===== src/rtl/winner_pkg.sv =====
// ============================================================================
// Module   : winner_pkg
// Purpose  : Shared types and helpers for the winner-take-all epoch
//            sequencer: FSM state encoding and index-width computation.
// Ports    : none (package)
// Revision : 1.0 - initial release
// ============================================================================
`default_nettype none

package winner_pkg;

  // FSM state encoding, explicit 3-bit width.
  typedef enum logic [2:0] {
    S_IDLE   = 3'd0,
    S_CLEAR  = 3'd1,
    S_RUN    = 3'd2,
    S_SCAN   = 3'd3,
    S_REPORT = 3'd4
  } win_state_t;

  // Width of a node index; a single node still needs one bit so that the
  // index port never collapses to zero width.
  function automatic int idx_width(input int n);
    return (n > 1) ? $clog2(n) : 1;
  endfunction

endpackage : winner_pkg

`default_nettype wire


===== src/rtl/spike_counter_bank.sv =====
// ============================================================================
// Module   : spike_counter_bank
// Purpose  : NUM_NODES saturating spike counters with synchronous clear,
//            a shared increment enable and one indexed read port.
// Ports    : clk_i     - clock, rising edge
//            rst_i     - synchronous active-high reset (clears counters)
//            clr_i     - synchronous clear of all counters
//            inc_en_i  - when high, counter[i] += nodes_i[i]
//            nodes_i   - per-node spike vector
//            rd_idx_i  - read port index
//            rd_cnt_o  - count of node rd_idx_i (0 when out of range)
// Revision : 1.0 - initial release
// ============================================================================
`default_nettype none

module spike_counter_bank #(
  parameter int NUM_NODES = 10,
  parameter int CNT_W     = 16,
  parameter int IDX_W     = 4
) (
  input  logic                 clk_i,
  input  logic                 rst_i,
  input  logic                 clr_i,
  input  logic                 inc_en_i,
  input  logic [NUM_NODES-1:0] nodes_i,
  input  logic [IDX_W-1:0]     rd_idx_i,
  output logic [CNT_W-1:0]     rd_cnt_o
);

  localparam logic [CNT_W-1:0] CNT_MAX = {CNT_W{1'b1}};

  logic [CNT_W-1:0] cnt_q [NUM_NODES];

  for (genvar gi = 0; gi < NUM_NODES; gi++) begin : g_cnt
    always_ff @(posedge clk_i) begin
      if (rst_i || clr_i) begin
        cnt_q[gi] <= '0;
      end else if (inc_en_i && nodes_i[gi] && (cnt_q[gi] != CNT_MAX)) begin
        // Saturate rather than wrap so a very long window cannot make a
        // busy node look quiet.
        cnt_q[gi] <= cnt_q[gi] + CNT_W'(1);
      end
    end
  end

  always_comb begin
    rd_cnt_o = '0;
    for (int i = 0; i < NUM_NODES; i++) begin
      if (rd_idx_i == IDX_W'(i)) begin
        rd_cnt_o = cnt_q[i];
      end
    end
  end

endmodule : spike_counter_bank

`default_nettype wire


===== src/rtl/winner_epoch_ctrl.sv =====
// ============================================================================
// Module   : winner_epoch_ctrl
// Purpose  : Per-sample sequencer for the output-layer winner-take-all
//            readout: clear network, run a programmed number of timesteps
//            while counting spikes, argmax-scan the counters, then present
//            the winner over a valid/ready handshake.
// Ports    : clk_i, rst_i   - clock / synchronous active-high reset
//            start_i        - begin epoch (IDLE only)
//            window_len_i   - timesteps per epoch (0 behaves as 1)
//            tick_i         - timestep strobe
//            nodes_i        - output-neuron spikes (sampled on tick in RUN)
//            net_rst_o      - one-cycle network clear pulse
//            net_en_o       - network step enable during RUN
//            busy_o         - high outside IDLE
//            win_valid_o    - result valid (REPORT)
//            win_ready_i    - consumer accepts result
//            win_idx_o      - winning node index
//            win_count_o    - winner spike count
//            tie_o          - another node matched a non-zero winner count
//            none_o         - no node spiked during the epoch
// Revision : 1.0 - initial release
// ============================================================================
`default_nettype none

module winner_epoch_ctrl
  import winner_pkg::*;
#(
  parameter  int NUM_NODES = 10,
  parameter  int CNT_W     = 16,
  parameter  int WIN_W     = 16,
  localparam int IDX_W     = idx_width(NUM_NODES)
) (
  input  logic                 clk_i,
  input  logic                 rst_i,
  input  logic                 start_i,
  input  logic [WIN_W-1:0]     window_len_i,
  input  logic                 tick_i,
  input  logic [NUM_NODES-1:0] nodes_i,
  output logic                 net_rst_o,
  output logic                 net_en_o,
  output logic                 busy_o,
  output logic                 win_valid_o,
  input  logic                 win_ready_i,
  output logic [IDX_W-1:0]     win_idx_o,
  output logic [CNT_W-1:0]     win_count_o,
  output logic                 tie_o,
  output logic                 none_o
);

  localparam logic [IDX_W-1:0] LAST_IDX = IDX_W'(NUM_NODES - 1);

  win_state_t       state_q,    state_d;
  logic [WIN_W-1:0] win_len_q,  win_len_d;
  logic [WIN_W-1:0] tick_cnt_q, tick_cnt_d;
  logic [IDX_W-1:0] scan_idx_q, scan_idx_d;
  logic [IDX_W-1:0] max_idx_q,  max_idx_d;
  logic [CNT_W-1:0] max_q,      max_d;
  logic             tie_q,      tie_d;

  logic [WIN_W-1:0] tick_next;
  logic [CNT_W-1:0] rd_cnt;
  logic             in_report;

  // Latched length is never 0 and the count stops when it reaches the
  // length, so the increment below can never wrap.
  assign tick_next = tick_cnt_q + WIN_W'(1);

  spike_counter_bank #(
    .NUM_NODES (NUM_NODES),
    .CNT_W     (CNT_W),
    .IDX_W     (IDX_W)
  ) u_bank (
    .clk_i    (clk_i),
    .rst_i    (rst_i),
    .clr_i    (state_q == S_CLEAR),
    .inc_en_i ((state_q == S_RUN) && tick_i),
    .nodes_i  (nodes_i),
    .rd_idx_i (scan_idx_q),
    .rd_cnt_o (rd_cnt)
  );

  always_comb begin
    state_d    = state_q;
    win_len_d  = win_len_q;
    tick_cnt_d = tick_cnt_q;
    scan_idx_d = scan_idx_q;
    max_idx_d  = max_idx_q;
    max_d      = max_q;
    tie_d      = tie_q;

    case (state_q)
      S_IDLE: begin
        if (start_i) begin
          win_len_d = (window_len_i == '0) ? WIN_W'(1) : window_len_i;
          state_d   = S_CLEAR;
        end
      end

      S_CLEAR: begin
        tick_cnt_d = '0;
        scan_idx_d = '0;
        max_idx_d  = '0;
        max_d      = '0;
        tie_d      = 1'b0;
        state_d    = S_RUN;
      end

      S_RUN: begin
        if (tick_i) begin
          tick_cnt_d = tick_next;
          if (tick_next == win_len_q) begin
            state_d = S_SCAN;
          end
        end
      end

      S_SCAN: begin
        // Strictly-greater replacement: the lowest index keeps a tie.
        if (rd_cnt > max_q) begin
          max_d     = rd_cnt;
          max_idx_d = scan_idx_q;
          tie_d     = 1'b0;
        end else if ((rd_cnt == max_q) && (max_q != '0)) begin
          tie_d = 1'b1;
        end
        if (scan_idx_q == LAST_IDX) begin
          state_d = S_REPORT;
        end else begin
          scan_idx_d = scan_idx_q + IDX_W'(1);
        end
      end

      S_REPORT: begin
        if (win_ready_i) begin
          state_d = S_IDLE;
        end
      end

      default: state_d = S_IDLE;
    endcase
  end

  always_ff @(posedge clk_i) begin
    if (rst_i) begin
      state_q    <= S_IDLE;
      win_len_q  <= '0;
      tick_cnt_q <= '0;
      scan_idx_q <= '0;
      max_idx_q  <= '0;
      max_q      <= '0;
      tie_q      <= 1'b0;
    end else begin
      state_q    <= state_d;
      win_len_q  <= win_len_d;
      tick_cnt_q <= tick_cnt_d;
      scan_idx_q <= scan_idx_d;
      max_idx_q  <= max_idx_d;
      max_q      <= max_d;
      tie_q      <= tie_d;
    end
  end

  // Result fields are forced low outside REPORT so IDLE presents all zeros.
  assign in_report   = (state_q == S_REPORT);
  assign net_rst_o   = (state_q == S_CLEAR);
  assign net_en_o    = (state_q == S_RUN);
  assign busy_o      = (state_q != S_IDLE);
  assign win_valid_o = in_report;
  assign win_idx_o   = in_report ? max_idx_q : '0;
  assign win_count_o = in_report ? max_q : '0;
  assign tie_o       = in_report & tie_q;
  assign none_o      = in_report & (max_q == '0);

endmodule : winner_epoch_ctrl

`default_nettype wire


===== config.mk =====
export PLATFORM = sky130hd
export DESIGN_NAME = winner_epoch_ctrl
export DESIGN_NICKNAME = d
export VERILOG_FILES = /design/src/rtl/winner_pkg.sv /design/src/rtl/spike_counter_bank.sv /design/src/rtl/winner_epoch_ctrl.sv
export SDC_FILE = /design/constraint.sdc
export NUM_CORES = 1
export LEC_CHECK = 0
export CAP_MARGIN = 20
export CELL_PAD_IN_SITES_DETAIL_PLACEMENT = 0
export CELL_PAD_IN_SITES_GLOBAL_PLACEMENT = 1
export CORE_ASPECT_RATIO = 1.25
export CORE_MARGIN = 1
export CORE_UTILIZATION = 48
export DETAILED_ROUTE_END_ITERATION = 8
export PLACE_DENSITY_LB_ADDON = 0.15
export SLEW_MARGIN = 25
export SYNTH_ARGS = -nofsm -noshare
export SYNTH_HDL_FRONTEND = slang
export SYNTH_SLANG_ARGS = --single-unit

===== constraint.sdc =====
create_clock -name clk_i -period 5.55 [get_ports clk_i]
set_clock_uncertainty 0.05 [all_clocks]
set_input_delay 1.11 -clock clk_i [delete_from_list [all_inputs] [get_ports clk_i]]
set_output_delay 1.11 -clock clk_i [all_outputs]
set_load 0.02 [all_outputs]

==> metrics.md, run 1 <==
| Metric | Value |
|---|---|
| Final hold violation count | `0` |
| NumNets Final | `1,591` |
| Initial Utilization | `48.8%` |
| Sequential power share | `49.3%` |
| Max-slew headroom | `45.0%` |
| Setup TNS | `0 ns` |
| Area Overhead vs Synth | `12.3%` |
| Comb power frac | `10.2%` |
| Initial antenna violation count | `0` |
| Share of cells above drive strength 1 | `5.10%` |
| Hold Slack | `0.425 ns` |
| Synth unique cells | `64` |
| Synth Warn # | `0` |
| DRC Markers | `0` |
| Total gr overflow | `0` |
| Switch Pwr | `1.09 mW` |
| Switching portion of total power | `26.5%` |
| Slew @ Worst Pin | `0.825 ns` |
| Post_cts resized | `0` |
| Worst reg2reg path depth | `13` |
| Core Area | `27,600 um^2` |
| Synth top area share | `35.7%` |
| Crit path launch type | `flip-flop` |
| Routability cong. | `0.867` |
| PortBufs | `56` |
| F_max | `0.217 GHz` |
| Reg-to-Reg End | `max_q[9]$_SDFFE_PP0P_` |
| Fill count | `2,556` |
| Number of synthesized register bits | `220` |
| Sequential element share of the synthesized area | `44.6%` |
| Leading area contributor after synthesis | `edfxtp_1` |
| Status | `completed` |
| R2r setup slk | `0.94 ns` |
| WP data required | `5.99 ns` |
| Synth top cells by count | `266 x nor2_1, 160 x edfxtp_1, 123 x nand2_1` |
| WHS Path Cells | `2` |
| RSZ-0062 raised after global routing | `false` |
| Max cap viols | `0` |
| Die H | `189 um` |
| CP max stage delay | `0.71 ns` |
| Vias in the first global route | `10,400` |
| Ranking of synthesized cells by area | `edfxtp_1 36%, dfxtp_1 8.9%, nor2_1 7.4%` |
| Post-DR wirelength/cell | `19.7 um` |
| IO Pins | `57` |
| Hold path start | `win_len_q[6]$_SDFFE_PP0P_` |
| Row count | `68` |
| First-pass DRT Iterations | `8` |
| WP buf/inv | `1` |
| Peak VDD IR | `221 uV` |
| Worst hold path class | `flip-flop to flip-flop` |
| Max-slew violation count | `0` |
| Period utilization | `83.0%` |
| WP depth | `13` |
| H-tree levels | `1` |
| M2 GR Usage | `42.3%` |
| Busiest grt layer | `met2` |
| Ordered list of cells on the worst path | `ha_2 -> buf_4 -> a21oi_1 -> a221oi_1 -> o22ai_1 -> o21ai_0 -> ha_1 -> nand4_1 -> nor4_2 -> a221oi_2 -> o21ai_1 -> a21oi_2 -> a22o_1` |
| Clock network power share | `40.5%` |
| Met3 Use GR | `4.29%` |
| Post-CTS Setup Bufs | `0` |
| Pin count of the biggest net entering global routing | `69` |
| Die W | `152 um` |
| CP Capture Type | `flip-flop` |
| Total number of vias | `11,000` |
| First-pass GRT wire length | `58.7 mm` |
| Met1 Use GR | `35.9%` |
| WP data arrival | `5.05 ns` |
| P_leak | `5.17 nW` |
| Most frequent cell after synthesis | `nor2_1` |
| Critical path peak fanout | `68` |
| Post-Route WL | `37.4 mm` |
| Hold EP | `win_len_q[6]$_SDFFE_PP0P_` |
| Worst R2R Start | `scan_idx_q[0]$_SDFFE_PP0P_` |
| Sequential cell area | `6010 um^2` |
| Mapped Cells | `1,512` |
| Clock Sinks | `220` |
| Clock-pin slew on the worst setup and hold paths | `0.06 ns` |
| Number of synthesized flops with an enable pin | `160` |
| Num CTS Buffers | `26` |
| Share of flip-flops with an asynchronous set or reset | `0%` |
| HPWL Detailed | `27.4 mm` |
| Routed Antenna Nets | `0` |
| Die area | `28,700 um^2` |
| Drt via density | `5.80` |
| Diode count | `0` |
| Initial DRC count | `778` |
| Mapped Nets | `1,574` |
| Slowest cell on the critical path | `a21oi_2` |
| Worst-skew pair later-pin latency | `0.55 ns` |
| Post-layout min period | `4.61 ns` |
| Worst setup path class | `flip-flop to flip-flop` |
| Cts hold-fix bufs | `0` |
| CTS max path bufs | `3` |
| Top FF cell, synth | `edfxtp_1` |
| P per Cell Area | `273 nW/um^2` |
| Mapped cell area | `13,500 um^2` |
| Clock root buffer | `clkbuf_16` |
| CTS tree | `done` |
| Total GRT Usage | `26.6%` |
| Critical path's top delay family | `compound AO/OA/AOI/OAI gates` |
| Post-Syn Area per Cell | `8.90 um^2` |
| Internal cell power | `3.03 mW` |
| Multi-input gate area | `6900 um^2` |
| Setup violators final | `0` |
layout make-up:
cell class,count,area share (%)
Multi-Input combinational cell,1152,45.7
Sequential cell,220,39.8
Timing Repair Buffer,79,4.94
Clock buffer,32,4.60
Tap cell,350,2.90
Inverter,50,1.24
Clock inverter,16,0.862
placed cells by master, fill, tap and decap left out, types with 16 or more instances in the layout:
cell and count:
a21oi_1 92, a22o_1 16, a31oi_1 16, and3_1 39, buf_4 22, clkbuf_16 27
clkdlybuf4s50_1 56, dfxtp_1 60, edfxtp_1 160, ha_1 29, inv_1 50, nand2_1 123
nand2b_1 17, nand3_1 90, nand3b_1 17, nand4_1 29, nor2_1 265, nor2b_1 16
nor3_1 29, o21ai_0 43, xnor2_1 78, xor2_1 83
tightest hold or removal path, delay by kind of cell (launching register included):
kind	cells	cell delay, ns
AO/OA/AOI/OAI	1	0.05
AND/OR/NAND/NOR	1	0.06
flip-flops	1	0.32
metal layers:
metal	share of wire (%)	vias up	wire length [um]
met4	3.6	0	1370
met5	0	-	0
met2	47	309	17500
met3	5.8	70	2170
met1	44	5242	16400
li1	-	5402	-
cell families after synthesis:
family          count (synthesis)  share of synthesized area, %
xor+xnor                      161                          10.5
compound gates                256                          12.3
mux                             6                         0.474
flops                         220                          44.6
fa+ha+maj                      31                          2.88
simple gates                  698                          25.1
buf+inv                       140                          4.11
power by group through the flow:
stage / clock network (mW) / registers, mW / logic, mW
final: 1.67 / 2.03 / 0.421
after global routing: 1.77 / 2.05 / 0.467
after CTS: 1.71 / 2.03 / 0.421
after detailed placement: 0 / 2.06 / 0.418
after global placement: 0 / 2.06 / 0.415
after floorplan: 0 / 2.00 / 0.294
worst max-delay path by stage:
| stage | from | slack, ns | end |
|---|---|---|---|
| floorplan | scan_idx_q[0]$_SDFFE_PP0P_ | 1.65 | max_q[1]$_SDFFE_PP0P_ |
| global route | scan_idx_q[0]$_SDFFE_PP0P_ | 0.67 | max_q[7]$_SDFFE_PP0P_ |
| global placement | scan_idx_q[0]$_SDFFE_PP0P_ | 1.11 | max_q[7]$_SDFFE_PP0P_ |
| CTS | scan_idx_q[0]$_SDFFE_PP0P_ | 1.0 | max_q[9]$_SDFFE_PP0P_ |
| detailed placement | scan_idx_q[0]$_SDFFE_PP0P_ | 1.04 | max_q[9]$_SDFFE_PP0P_ |
| finish | scan_idx_q[0]$_SDFFE_PP0P_ | 0.94 | max_q[9]$_SDFFE_PP0P_ |
stage by stage:
stage / worst slack, ns / instance area, um^2 / total power [mW] / std cells / util (%)
final: 0.942 / 15100 / 4.12 / 1899 / 54.8
after detailed placement: 1.04 / 14300 / 2.48 / 1851 / 51.8
after global routing: 0.667 / 15100 / 4.28 / 1899 / 54.8
after floorplan: 1.65 / 13500 / 2.29 / 1512 / -
after CTS: 0.995 / 15100 / 4.16 / 1899 / 54.8
after global placement: 1.11 / 14300 / 2.48 / 1851 / 51.8
flip-flops by register name, summed over array words and instances, names as in the netlist:
register	cells
tie_q	1
state_q	3
max_q	16
tick_cnt_q	16
u_bank.cnt_q	160
max_idx_q	4
scan_idx_q	4
win_len_q	16
(Power assumes the default switching activity.)
==> inputs of run 2 (changes only) <==
==> constraint.sdc (replaced) <==
create_clock -name clk_i -period 4.6 [get_ports clk_i]
set_clock_uncertainty 0.05 [all_clocks]
set_input_delay 0.92 -clock clk_i [delete_from_list [all_inputs] [get_ports clk_i]]
set_output_delay 0.92 -clock clk_i [all_outputs]
set_load 0.02 [all_outputs]
==> run 2 against run 1 <==
Compared with the run above: critical path depth grew 3; sequential power increased by 21%; highest routed layer unchanged; wire length down 0.80%; critical path type unchanged.
==> metrics.md, run 2 (same netlist as run 1, synthesis figures left out) <==
| Metric | Value |
|---|---|
| Status | `completed (unchanged)` |
| Max-slew headroom | `32.5% (was 45.0%)` |
| WP depth | `16 (was 13)` |
| Worst setup path class | `flip-flop to flip-flop (unchanged)` |
| Ordered list of cells on the worst path | `inv_1 -> ha_1 -> buf_4 -> and3b_1 -> a21oi_1 -> o21ai_0 -> mux2i_1 -> o32ai_1 -> ha_1 -> nand2_1 -> nor4_2 -> a221oi_2 -> o21ai_1 -> a21oi_2 -> buf_4 -> a22o_1 (was ha_2 -> buf_4 -> a21oi_1 -> a221oi_1 -> o22ai_1 -> o21ai_0 -> ha_1 -> nand4_1 -> nor4_2 -> a221oi_2 -> o21ai_1 -> a21oi_2 -> a22o_1)` |
| Worst-skew pair later-pin latency | `0.55 ns (about the same)` |
| Period utilization | `90.6% (was 83.0%)` |
| WP data required | `4.99 ns (was 5.99 ns)` |
| Pin count of the biggest net entering global routing | `77 (was 69)` |
| Clock network power share | `39.5% (was 40.5%)` |
| Max cap viols | `0 (unchanged)` |
| Crit path launch type | `flip-flop (unchanged)` |
| Fill count | `2,522 (was 2,556)` |
| Critical path's top delay family | `compound AO/OA/AOI/OAI gates (unchanged)` |
| DRC Markers | `0 (unchanged)` |
| R2r setup slk | `0.43 ns (was 0.94 ns)` |
| Peak VDD IR | `288 uV (was 221 uV)` |
| Total GRT Usage | `26.3% (was 26.6%)` |
| Slowest cell on the critical path | `ha_1 (was a21oi_2)` |
| Sequential power share | `50.0% (was 49.3%)` |
| Commonest non-fill, non-tap cell in the layout | `nor2_1 (unchanged)` |
| Num CTS Buffers | `25 (was 26)` |
| Max reg flops | `160 (unchanged)` |
| Initial DRC count | `893 (was 778)` |
| Die area | `28,700 um^2 (unchanged)` |
| CP Capture Type | `flip-flop (unchanged)` |
| IO Pins | `57 (unchanged)` |
| HPWL Detailed | `27.3 mm (was 27.4 mm)` |
| Placed cell areas | `14,400 um^2 (was 14,300 um^2)` |
| Total gr overflow | `0 (unchanged)` |
| Cts hold-fix bufs | `0 (unchanged)` |
| Row count | `68 (unchanged)` |
| NumNets Final | `1,603 (was 1,591)` |
| CTS tree | `done (unchanged)` |
| Clock root buffer | `clkbuf_16 (unchanged)` |
| First-pass DRT Iterations | `5 (was 8)` |
| Comb power frac | `10.5% (was 10.2%)` |
| Vias in the first global route | `10,600 (was 10,400)` |
| P per Cell Area | `323 nW/um^2 (was 273 nW/um^2)` |
| Max-slew violation count | `0 (unchanged)` |
| Worst hold path class | `flip-flop to flip-flop (unchanged)` |
| Post_cts resized | `0 (unchanged)` |
| Total number of vias | `11,100 (was 11,000)` |
| Share of cells above drive strength 1 | `5.90% (was 5.10%)` |
| WP data arrival | `4.55 ns (was 5.05 ns)` |
| H-tree levels | `1 (unchanged)` |
| F_max | `0.240 GHz (was 0.217 GHz)` |
| Diode count | `0 (unchanged)` |
| Worst reg2reg path depth | `16 (was 13)` |
| First-pass GRT wire length | `58.4 mm (was 58.7 mm)` |
| Switch Pwr | `1.32 mW (was 1.09 mW)` |
| Routed Antenna Nets | `0 (unchanged)` |
| Internal cell power | `3.59 mW (was 3.03 mW)` |
| Critical Path End | `max_q[6]$_SDFFE_PP0P_ (was max_q[9]$_SDFFE_PP0P_)` |
| Reg-to-Reg End | `max_q[6]$_SDFFE_PP0P_ (was max_q[9]$_SDFFE_PP0P_)` |
| Clock Sinks | `220 (unchanged)` |
| Clock-pin slew on the worst setup and hold paths | `0.06 ns (about the same)` |
| PnR worst setup slack | `0.435 ns (was 0.942 ns)` |
| Switching portion of total power | `26.9% (was 26.5%)` |
| WP buf/inv | `3 (was 1)` |
| Post-layout min period | `4.17 ns (was 4.61 ns)` |
| Commonest cells after routing, fill and taps aside | `266 x nor2_1, 160 x edfxtp_1, 123 x nand2_1, 92 x a21oi_1, 90 x nand3_1 (was 265 x nor2_1, 160 x edfxtp_1, 123 x nand2_1, 92 x a21oi_1, 90 x nand3_1)` |
| Initial antenna violation count | `0 (unchanged)` |
| Post-DR wirelength/cell | `19.5 um (was 19.7 um)` |
| RSZ-0062 raised after global routing | `false (unchanged)` |
| Slew @ Worst Pin | `1.00 ns (was 0.825 ns)` |
| Setup TNS | `0 ns (unchanged)` |
| Final Util | `55.0% (was 54.8%)` |
| Initial Utilization | `48.8% (unchanged)` |
| PortBufs | `56 (unchanged)` |
| Worst slack, placed | `0.481 ns (was 1.04 ns)` |
| Final Cell Area | `15,200 um^2 (was 15,100 um^2)` |
| Die W | `152 um (unchanged)` |
| Crit path launch | `scan_idx_q[0]$_SDFFE_PP0P_ (unchanged)` |
| CTS max path bufs | `3 (unchanged)` |
| Setup violators final | `0 (unchanged)` |
| Routability cong. | `0.922 (was 0.867)` |
| CP max stage delay | `0.52 ns (was 0.71 ns)` |
| Area Overhead vs Synth | `12.8% (was 12.3%)` |
| Core Area | `27,600 um^2 (unchanged)` |
| Post-Route WL | `37.1 mm (was 37.4 mm)` |
| Worst R2R Start | `scan_idx_q[0]$_SDFFE_PP0P_ (unchanged)` |
| Critical path peak fanout | `17 (was 68)` |
| Largest Register | `u_bank.cnt_q (unchanged)` |
| Post-CTS Setup Bufs | `0 (unchanged)` |
| P_leak | `5.23 nW (was 5.17 nW)` |
| Die H | `189 um (unchanged)` |
| Drt via density | `5.81 (was 5.80)` |
| Final hold violation count | `0 (unchanged)` |
==> run 2: worst min path at each step <==
stage / slack (ns) / from / cells after the start / to
floorplan: 0.37 / tie_q$_SDFFE_PP0P_ / 1 / tie_q$_SDFFE_PP0P_
global placement: 0.40 / tie_q$_SDFFE_PP0P_ / 1 / tie_q$_SDFFE_PP0P_
detailed placement: 0.41 / tie_q$_SDFFE_PP0P_ / 1 / tie_q$_SDFFE_PP0P_
CTS: 0.42 / win_len_q[1]$_SDFFE_PP0P_ / 2 / win_len_q[1]$_SDFFE_PP0P_
global route: 0.45 / win_len_q[2]$_SDFFE_PP0P_ / 2 / win_len_q[2]$_SDFFE_PP0P_
finish: 0.42 / tie_q$_SDFFE_PP0P_ / 1 / tie_q$_SDFFE_PP0P_
==> run 2: per-layer routing <==
metal / wire, um / global-route usage [%] / vias up
met5: 0 / 0 / -
met4: 1130 / 9.44 / 0
met3: 1920 / 3.28 / 57
met2: 17500 / 43.0 / 313
met1: 16600 / 35.3 / 5282
li1: - / - / 5430
==> run 2: through the flow <==
step	total power [mW]	std cells	hold WS [ns]
6_report	4.90	1909	0.416
4_1_cts	4.95	1909	0.425
2_1_floorplan	2.76	1512	0.375
3_5_place_dp	3.00	1864	0.411
5_1_grt	5.08	1909	0.447
3_3_place_gp	2.99	1864	0.398
==> run 2: area by class of cell <==
class                           count  area [um^2]  share of cell area (%)
Tap cell                          350          438                    2.89
Clock inverter                     18          143                   0.940
Multi-Input combinational cell   1152         6900                    45.5
Sequential cell                   220         6010                    39.6
Timing Repair Buffer               92          868                    5.72
Inverter                           50          188                    1.24
Clock buffer                       27          633                    4.17
==> run 2: worst reg2reg max path: stages, from the launching register on <==
cell and delay, ns:
dfxtp_1 0.36, inv_1 0.11, ha_1 0.52, buf_4 0.28
and3b_1 0.17, a21oi_1 0.05, o21ai_0 0.31, mux2i_1 0.14
o32ai_1 0.50, ha_1 0.20, nand2_1 0.07, nor4_2 0.37
a221oi_2 0.11, o21ai_1 0.26, a21oi_2 0.09, buf_4 0.21
a22o_1 0.25
==> run 2: power groups by stage <==
stage | sequential, mW | combinational (mW) | clock (mW)
after global placement | 2.49 | 0.508 | 0
final | 2.45 | 0.517 | 1.94
after global routing | 2.46 | 0.573 | 2.04
after detailed placement | 2.49 | 0.513 | 0
after floorplan | 2.41 | 0.355 | 0
after CTS | 2.44 | 0.517 | 1.98
